## src/rtl/serial_adder_ctrl_if.sv

```systemverilog
// Handshake bundle for the bit-serial add sequencer: operand side, result side
// and the status outputs.
interface serial_adder_ctrl_if #(
    parameter int WIDTH = 8
);
    localparam int IDX_W = $clog2(WIDTH);

    logic             in_valid;
    logic             in_ready;
    logic [WIDTH-1:0] in_a;
    logic [WIDTH-1:0] in_b;
    logic             in_cin;
    logic             out_valid;
    logic             out_ready;
    logic [WIDTH-1:0] out_sum;
    logic             out_cout;
    logic             busy;
    logic [IDX_W-1:0] bit_idx;

    modport master (
        output in_valid, in_a, in_b, in_cin, out_ready,
        input  in_ready, out_valid, out_sum, out_cout, busy, bit_idx
    );

    modport slave (
        input  in_valid, in_a, in_b, in_cin, out_ready,
        output in_ready, out_valid, out_sum, out_cout, busy, bit_idx
    );
endinterface

```

## src/rtl/serial_adder_ctrl.sv

```systemverilog
// Bit-serial adder: one shared full-add cell walks the operands LSB-first,
// one bit per clock, with the carry held in a register between bits.
//
// state | meaning
// IDLE  | waiting for an operand pair, in_ready high
// RUN   | adding bit cnt, WIDTH cycles in total
// DONE  | result presented, held until out_ready
module serial_adder_ctrl #(
    parameter int WIDTH = 8
) (
    input logic              clk,
    input logic              rst,
    serial_adder_ctrl_if.slave bus
);
    localparam int IDX_W = $clog2(WIDTH);

    if (WIDTH < 2 || WIDTH > 64) begin : g_width_chk
        $error("serial_adder_ctrl: WIDTH must be in 2..64");
    end

    typedef enum logic [1:0] {IDLE, RUN, DONE} state_t;

    localparam logic [IDX_W-1:0] LAST_IDX = IDX_W'(WIDTH - 1);

    state_t           state;
    logic [WIDTH-1:0] a_sh;
    logic [WIDTH-1:0] b_sh;
    logic [WIDTH-1:0] res;
    logic             carry;
    logic             cout_q;
    logic             valid_q;
    logic             busy_q;
    logic [IDX_W-1:0] cnt;

    logic h1_s, h1_c, h2_s, h2_c, c_next;

    // Full add as two cascaded half adds plus an OR of their carries.
    always_comb begin
        h1_s   = a_sh[0] ^ b_sh[0];
        h1_c   = a_sh[0] & b_sh[0];
        h2_s   = h1_s ^ carry;
        h2_c   = h1_s & carry;
        c_next = h1_c | h2_c;
    end

    always_ff @(posedge clk or posedge rst) begin
        if (rst) begin
            state   <= IDLE;
            a_sh    <= '0;
            b_sh    <= '0;
            res     <= '0;
            carry   <= 1'b0;
            cout_q  <= 1'b0;
            valid_q <= 1'b0;
            busy_q  <= 1'b0;
            cnt     <= '0;
        end else begin
            unique case (state)
                IDLE: begin
                    if (bus.in_valid) begin
                        a_sh   <= bus.in_a;
                        b_sh   <= bus.in_b;
                        carry  <= bus.in_cin;
                        cnt    <= '0;
                        busy_q <= 1'b1;
                        state  <= RUN;
                    end
                end
                RUN: begin
                    res   <= {h2_s, res[WIDTH-1:1]};
                    a_sh  <= a_sh >> 1;
                    b_sh  <= b_sh >> 1;
                    carry <= c_next;
                    if (cnt == LAST_IDX) begin
                        // cnt returns to 0 so bit_idx reads 0 outside RUN
                        cnt     <= '0;
                        cout_q  <= c_next;
                        valid_q <= 1'b1;
                        state   <= DONE;
                    end else begin
                        cnt <= cnt + IDX_W'(1);
                    end
                end
                DONE: begin
                    if (bus.out_ready) begin
                        valid_q <= 1'b0;
                        busy_q  <= 1'b0;
                        state   <= IDLE;
                    end
                end
                default: state <= IDLE;
            endcase
        end
    end

    // in_ready must drop immediately with rst, so it is not a flop.
    assign bus.in_ready  = (state == IDLE) && !rst;
    assign bus.out_valid = valid_q;
    assign bus.out_sum   = res;
    assign bus.out_cout  = cout_q;
    assign bus.busy      = busy_q;
    assign bus.bit_idx   = cnt;
endmodule

```

## src/flat_wrapper.sv

```systemverilog
// flat-port wrapper written by rule: the top's interface ports become plain ports
module serial_adder_ctrl_flat 
#(
    parameter int WIDTH = 8
)
  (clk, rst, bus_in_valid, bus_in_a, bus_in_b, bus_in_cin, bus_out_ready, bus_in_ready, bus_out_valid, bus_out_sum, bus_out_cout, bus_busy, bus_bit_idx);
  serial_adder_ctrl_if #(.WIDTH(WIDTH)) bus_i ();
  input logic clk;
  input logic rst;
  input wire logic [$bits(bus_i.in_valid)-1:0] bus_in_valid;
  input wire logic [$bits(bus_i.in_a)-1:0] bus_in_a;
  input wire logic [$bits(bus_i.in_b)-1:0] bus_in_b;
  input wire logic [$bits(bus_i.in_cin)-1:0] bus_in_cin;
  input wire logic [$bits(bus_i.out_ready)-1:0] bus_out_ready;
  output wire logic [$bits(bus_i.in_ready)-1:0] bus_in_ready;
  output wire logic [$bits(bus_i.out_valid)-1:0] bus_out_valid;
  output wire logic [$bits(bus_i.out_sum)-1:0] bus_out_sum;
  output wire logic [$bits(bus_i.out_cout)-1:0] bus_out_cout;
  output wire logic [$bits(bus_i.busy)-1:0] bus_busy;
  output wire logic [$bits(bus_i.bit_idx)-1:0] bus_bit_idx;
  assign bus_i.in_valid = bus_in_valid;
  assign bus_i.in_a = bus_in_a;
  assign bus_i.in_b = bus_in_b;
  assign bus_i.in_cin = bus_in_cin;
  assign bus_i.out_ready = bus_out_ready;
  assign bus_in_ready = bus_i.in_ready;
  assign bus_out_valid = bus_i.out_valid;
  assign bus_out_sum = bus_i.out_sum;
  assign bus_out_cout = bus_i.out_cout;
  assign bus_busy = bus_i.busy;
  assign bus_bit_idx = bus_i.bit_idx;
  serial_adder_ctrl #(.WIDTH(WIDTH)) u_core (.clk(clk), .rst(rst), .bus(bus_i));
endmodule
```

## config.mk

```make
export PLATFORM = sky130hd
export DESIGN_NAME = serial_adder_ctrl_flat
export DESIGN_NICKNAME = d
export VERILOG_FILES = /design/src/rtl/serial_adder_ctrl_if.sv /design/src/rtl/serial_adder_ctrl.sv /design/src/flat_wrapper.sv
export SDC_FILE = /design/constraint.sdc
export NUM_CORES = 1
export LEC_CHECK = 0
export ABC_CLOCK_PERIOD_IN_PS = 2800
export CELL_PAD_IN_SITES_DETAIL_PLACEMENT = 0
export CELL_PAD_IN_SITES_GLOBAL_PLACEMENT = 1
export CORE_ASPECT_RATIO = 0.5
export CORE_MARGIN = 2
export CORE_UTILIZATION = 41
export DETAILED_ROUTE_END_ITERATION = 12
export GPL_ROUTABILITY_DRIVEN = 0
export PLACE_DENSITY = 0.82
export SYNTH_ARGS = -nofsm -noshare
export SYNTH_HDL_FRONTEND = slang
export SYNTH_SLANG_ARGS = --single-unit
```

## constraint.sdc

```tcl
create_clock -name clk -period 2.8 [get_ports clk]
set_clock_uncertainty 0.15 [all_clocks]
set_input_delay 0.56 -clock clk [delete_from_list [all_inputs] [get_ports clk]]
set_output_delay 0.56 -clock clk [all_outputs]
set_load 0.1 [all_outputs]
```

==> results of run 1 <==
==> cell type report <==
| cell class | instances | area share [%] |
|---|---|---|
| sequential | 33 | 41.8 |
| inverter | 2 | 0.380 |
| multi-input combinational | 89 | 31.5 |
| tap | 51 | 3.23 |
| timing repair buffer | 37 | 17.2 |
| clock buffer | 7 | 4.37 |
| clock inverter | 1 | 1.52 |
==> Yosys cell counts (all sizes together) <==
library cell	count	area, sq um
a21oi	3	15.0
a22o	2	17.5
and2b	1	10.0
buf	10	93.8
dfrtp	33	826
fa	1	20.0
ha	2	25.0
inv	2	7.51
mux2	1	15.0
nand2	31	119
nand2b	2	12.5
nand3b	15	113
nor2	4	30.0
nor2b	2	12.5
nor3	1	5.00
o21ai	7	35.0
o21bai	1	7.51
o221a	15	169
o31ai	1	12.5
==> layout by cell type, fill, tap and decap left out, types with 2 or more instances in the layout <==
cell / count
a22o_1: 2
clkbuf_8: 6
nand3b_1: 15
dfrtp_1: 33
clkdlybuf4s50_1: 20
a21oi_1: 3
buf_4: 16
ha_1: 2
o221a_1: 14
o21ai_0: 7
nor2b_1: 2
nand2_1: 30
nand2b_1: 2
nor2_4: 2
nor2_1: 2
inv_1: 2
==> metrics by stage <==
step	util [%]	worst slack, ps	cell area [sq um]	std cells	hold slack, ps
after floorplan	-	307	1550	134	325
after global placement	52.7	705	1860	212	308
after detailed placement	52.7	700	1860	212	336
after CTS	56.0	683	1980	220	352
after global routing	56.0	651	1980	220	390
final	56.0	690	1980	220	351
==> final timing paths <==
| path | to | slack, ps |
|---|---|---|
| hold / removal | u_core.bus.out_sum[5]$_DFFE_PP0P_ | 350 |
| min in group asynchronous | u_core.bus.busy$_DFFE_PP0P_ | 570 |
| max in group asynchronous | u_core.b_sh[5]$_DFFE_PP0P_ | 1630 |
| setup reg to reg | u_core.b_sh[4]$_DFFE_PP0P_ | 840 |
| setup / recovery | bus_in_ready | 690 |
| hold reg to reg | u_core.bus.out_sum[5]$_DFFE_PP0P_ | 350 |
==> logic make-up (layout without fill, tap and decap cells) <==
logic type / count (synthesis) / in the layout / share of synthesized area [%]
compound gates: 29 / 29 / 16.6
buf+inv: 12 / 47 / 6.56
simple gates: 56 / 56 / 19.5
mux: 1 / 1 / 0.971
flops: 33 / 33 / 53.4
fa+ha+maj: 3 / 3 / 2.91
==> critical path, delay by kind of cell <==
family	cells	cell delay [ps]
buffers and inverters	2	640
AND/OR/NAND/NOR	1	200
==> sequential cells by signal, indices dropped and copies added (netlist names) <==
| name | count |
|---|---|
| u_core.bus.bit_idx | 3 |
| u_core.b_sh | 8 |
| u_core.bus.out_sum | 8 |
| u_core.bus.busy | 1 |
| u_core.bus.out_cout | 1 |
| u_core.state | 2 |
| u_core.bus.out_valid | 1 |
| u_core.a_sh | 8 |
| u_core.carry | 1 |
==> per-layer routing <==
| metal | part of all wire (%) | up-vias |
|---|---|---|
| met3 | 4.4 | 2 |
| met1 | 52 | 569 |
| met4 | 0.40 | 0 |
| li1 | - | 541 |
| met5 | 0 | - |
| met2 | 43 | 26 |
==> impl_metrics.json, run 1 <==
{
  "clk_path_buf_depth": 2,
  "wl_per_cell_um": 13.6,
  "areaGrowthSynthToFinish_pct": 27.9,
  "yosysSeqAreaShare_pct": 53.4,
  "finalHoldViolCount": 0,
  "diodes": 0,
  "crit_type": "input pin to primary output",
  "final-seq-area_sq_um": 826,
  "core_area_sq_mm": 0.00353,
  "hold_class": "register to register",
  "synth-seq-cells": 33,
  "syn_inst": 134,
  "status": "finished, final reports clean",
  "insertion_delay_ps": 280,
  "cts_sinks": 33,
  "die-area_sq_mm": 0.00431,
  "slowest_delay_ps": 430,
  "whs_path_depth": 2,
  "cp.required_ps": 2090,
  "track_usage_pct": 15.7,
  "drc": 0,
  "dp_hpwl_um": 2000,
  "ys_types": 23,
  "grt_first_pass_wirelength_um": 5120,
  "path_cells": "clkdlybuf4s50_1 > nor3_2 > buf_12",
  "numCtsBuffers": 5,
  "regToRegStartpoint": "u_core.state[1]$_DFFE_PP0P_",
  "cts.reportedPaths.clkPinSlew_ps": 70,
  "yosys_warnings": 0,
  "cts_setup_buffers": 0,
  "busiest_layer": "met2",
  "grt_pass1_vias": 1094,
  "drt_first_pass_iters": 4,
  "wl_um": 2980,
  "numPortBuffers": 35,
  "hold_buffers": 0,
  "initial_core_util_pct": 43.8,
  "critPathLaunch": "rst",
  "avgViaCountPerCell": 5.17,
  "fin_crit_sh_pct": 75.4,
  "syn_nets": 158,
  "drv_slew": 0,
  "cp.arrival_ps": 1400,
  "cap_violations": 0,
  "setup_tns_ps": 0,
  "grt_util_met1_pct": 21.2,
  "clock-root-buffer": "clkbuf_8",
  "fill_cells": 335,
  "cp_max_fo": 2,
  "cp_slowest_cell": "clkdlybuf4s50_1",
  "drt_iter0_markers": 45,
  "reg2reg_depth": 2,
  "multi_input_area_sq_um": 623,
  "syn_area_per_cell_sq_um": 11.5,
  "rsz0062_at_grt": "false",
  "antenna_found_initial": 0,
  "io_pins": 36,
  "use_met3_pct": 5.04,
  "finalCriticalPeriod_ps": 2110,
  "grt_remaining_overflow": 0,
  "worstSetupStartpointType": "input pin",
  "vias": 1138,
  "maxSlewHeadroom_pct": 37.7,
  "setup_violations": 0,
  "max_slew.worst_pin.slew_ps": 934,
  "ant_nets": 0,
  "die_h_um": 47.4,
  "drive_above_1_share_pct": 18.9,
  "cts_resized": 0,
  "fp-row-count": 15,
  "hold_start": "u_core.bus.out_sum[6]$_DFFE_PP0P_",
  "syn_area_sq_mm": 0.00155,
  "htree_levels": 2,
  "endpoint_kind": "primary output",
  "fmax_ghz": 0.474,
  "grt_max_degree": 34,
  "final_nets": 192,
  "grtUsageMet2_pct": 25.2,
  "die_w_um": 90.8,
  "cts_tree": "yes"
}
Power of run 1 is left out: the tool's default activity adds up to more than one toggle a clock period on the data nets, which glitch-free logic cannot reach.
==> run 2, diff against run 1 <==
Settings changed: ABC_CLOCK_PERIOD_IN_PS 2800 to 2100, CORE_UTILIZATION 41 to 38, PLACE_DENSITY 0.82 to 0.77.
Clock period 2.8 ns to 2.1 ns, I/O delays scaled along.
==> impl_metrics.json, run 2 (synthesis gave the netlist of run 1 again) <==
{
  "status": "finished, final reports clean",
  "maxSlewHeadroom_pct": 68.0,
  "grt_first_pass_wirelength_um": 5200,
  "ant_nets": 0,
  "setup_violations": 0,
  "worstSetupStartpointType": "register",
  "antenna_found_initial": 0,
  "leakagePower_nw": 0.890,
  "finalCriticalPeriod_ps": 1870,
  "cp.required_ps": 1530,
  "final_cell_mix": "33 x dfrtp_1, 30 x nand2_1, 20 x clkdlybuf4s50_1",
  "diodes": 0,
  "die_h_um": 49.1,
  "place_inst": 217,
  "areaGrowthSynthToFinish_pct": 34.1,
  "p_per_area_mw_per_mm2": 1760,
  "die_w_um": 94.2,
  "htree_levels": 2,
  "finalHoldViolCount": 0,
  "cap_violations": 0,
  "cp.arrival_ps": 1300,
  "max_slew.worst_pin.slew_ps": 480,
  "final_nets": 194,
  "cts_resized": 0,
  "rsz0062_at_grt": "false",
  "io_pins": 36,
  "cts_sinks": 33,
  "avgViaCountPerCell": 4.92,
  "fin_crit_sh_pct": 89.0,
  "drt_first_pass_iters": 4,
  "vias": 1101,
  "worst_ir_drop_vdd_mv": 0.804,
  "numPortBuffers": 35,
  "drv_slew": 0,
  "initial_core_util_pct": 39.6,
  "grt_pass1_vias": 1087,
  "track_usage_pct": 15.0,
  "hold_buffers": 0,
  "wl_per_cell_um": 13.7,
  "fp-row-count": 16,
  "fill_cells": 349,
  "power.total_mw": 3.64,
  "crit_type": "register to primary output",
  "core_area_sq_mm": 0.00390,
  "final_common_cell": "dfrtp_1",
  "wl_um": 3070,
  "numCtsBuffers": 5,
  "drt_iter0_markers": 42,
  "clock-root-buffer": "clkbuf_8",
  "dp_hpwl_um": 2060,
  "cts_tree": "yes",
  "cts_setup_buffers": 0,
  "grt_remaining_overflow": 0,
  "fmax_ghz": 0.535,
  "insertion_delay_ps": 280,
  "endpoint_kind": "primary output",
  "drc": 0,
  "grt_max_degree": 34,
  "drive_above_1_share_pct": 19.4,
  "multi_input_area_sq_um": 629,
  "die-area_sq_mm": 0.00462,
  "setup_tns_ps": 0,
  "final-seq-area_sq_um": 826,
  "layoutNonFillerInstCount": 224,
  "hold_class": "register to register",
  "cts.reportedPaths.clkPinSlew_ps": 60,
  "cp_max_fo": 12,
  "clk_path_buf_depth": 2
}
## run 2: changes by cell type in the layout (fill, tap and decap cells not counted)
cell,delta
nor3_4,+1
buf_4,-6
nor3_2,-1
buf_12,+8
bufinv_16,-1
## run 2: report_power, final
part	switching [mW]	internal, mW	total [mW]
Clock	0.215	0.260	0.475
Combinational	1.28	0.718	2.00
Sequential	0.254	0.915	1.17
Total	1.75	1.89	3.64
## run 2: worst max-delay path: stages (launching register included)
cell and delay, ps:
dfrtp_1 550, nor3_4 270, buf_12 200
## run 2: stage by stage
stage	setup slack [ps]	util, %	cell area (sq um)	hold slack [ps]
global placement	294	50.9	1990	312
finish	232	53.1	2070	325
detailed placement	287	50.9	1990	318
floorplan	31.1	-	1560	325
CTS	213	53.1	2070	333
global route	187	53.1	2070	377
## run 2: final cells by class
class                   count  share of cell area, %
clock buffers               7                   4.17
multi-input cells          89                   30.4
flip-flops and latches     33                   39.9
inverters                   2                  0.362
well taps                  54                   3.26
repair buffers             39                   22.0
## run 2: path summary, 6_finish.rpt
kind                            depth (start not counted)                                end  slack, ps                              start
worst max-delay path                                    2                       bus_in_ready        230        u_core.state[0]$_DFFE_PP0P_
worst min-delay path                                    2  u_core.bus.out_sum[0]$_DFFE_PP0P_        320  u_core.bus.out_sum[0]$_DFFE_PP0P_
worst max register to register                          3         u_core.a_sh[4]$_DFFE_PP0P_        470        u_core.state[0]$_DFFE_PP0P_
worst min register to register                          2  u_core.bus.out_sum[0]$_DFFE_PP0P_        320  u_core.bus.out_sum[0]$_DFFE_PP0P_
max in group asynchronous                               3         u_core.a_sh[1]$_DFFE_PP0P_       1040                                rst
min in group asynchronous                               3        u_core.bus.busy$_DFFE_PP0P_        460                                rst
## run 2: metal layers
layer / vias to the layer above / GRT usage [%] / part of all wire (%)
met5: - / 0 / 0
li1: 544 / - / -
met2: 25 / 19.2 / 41
met3: 4 / 5.26 / 4.8
met4: 0 / 6.52 / 1.8
met1: 528 / 22.4 / 53
No activity file was read; power rests on OpenSTA's default activity.
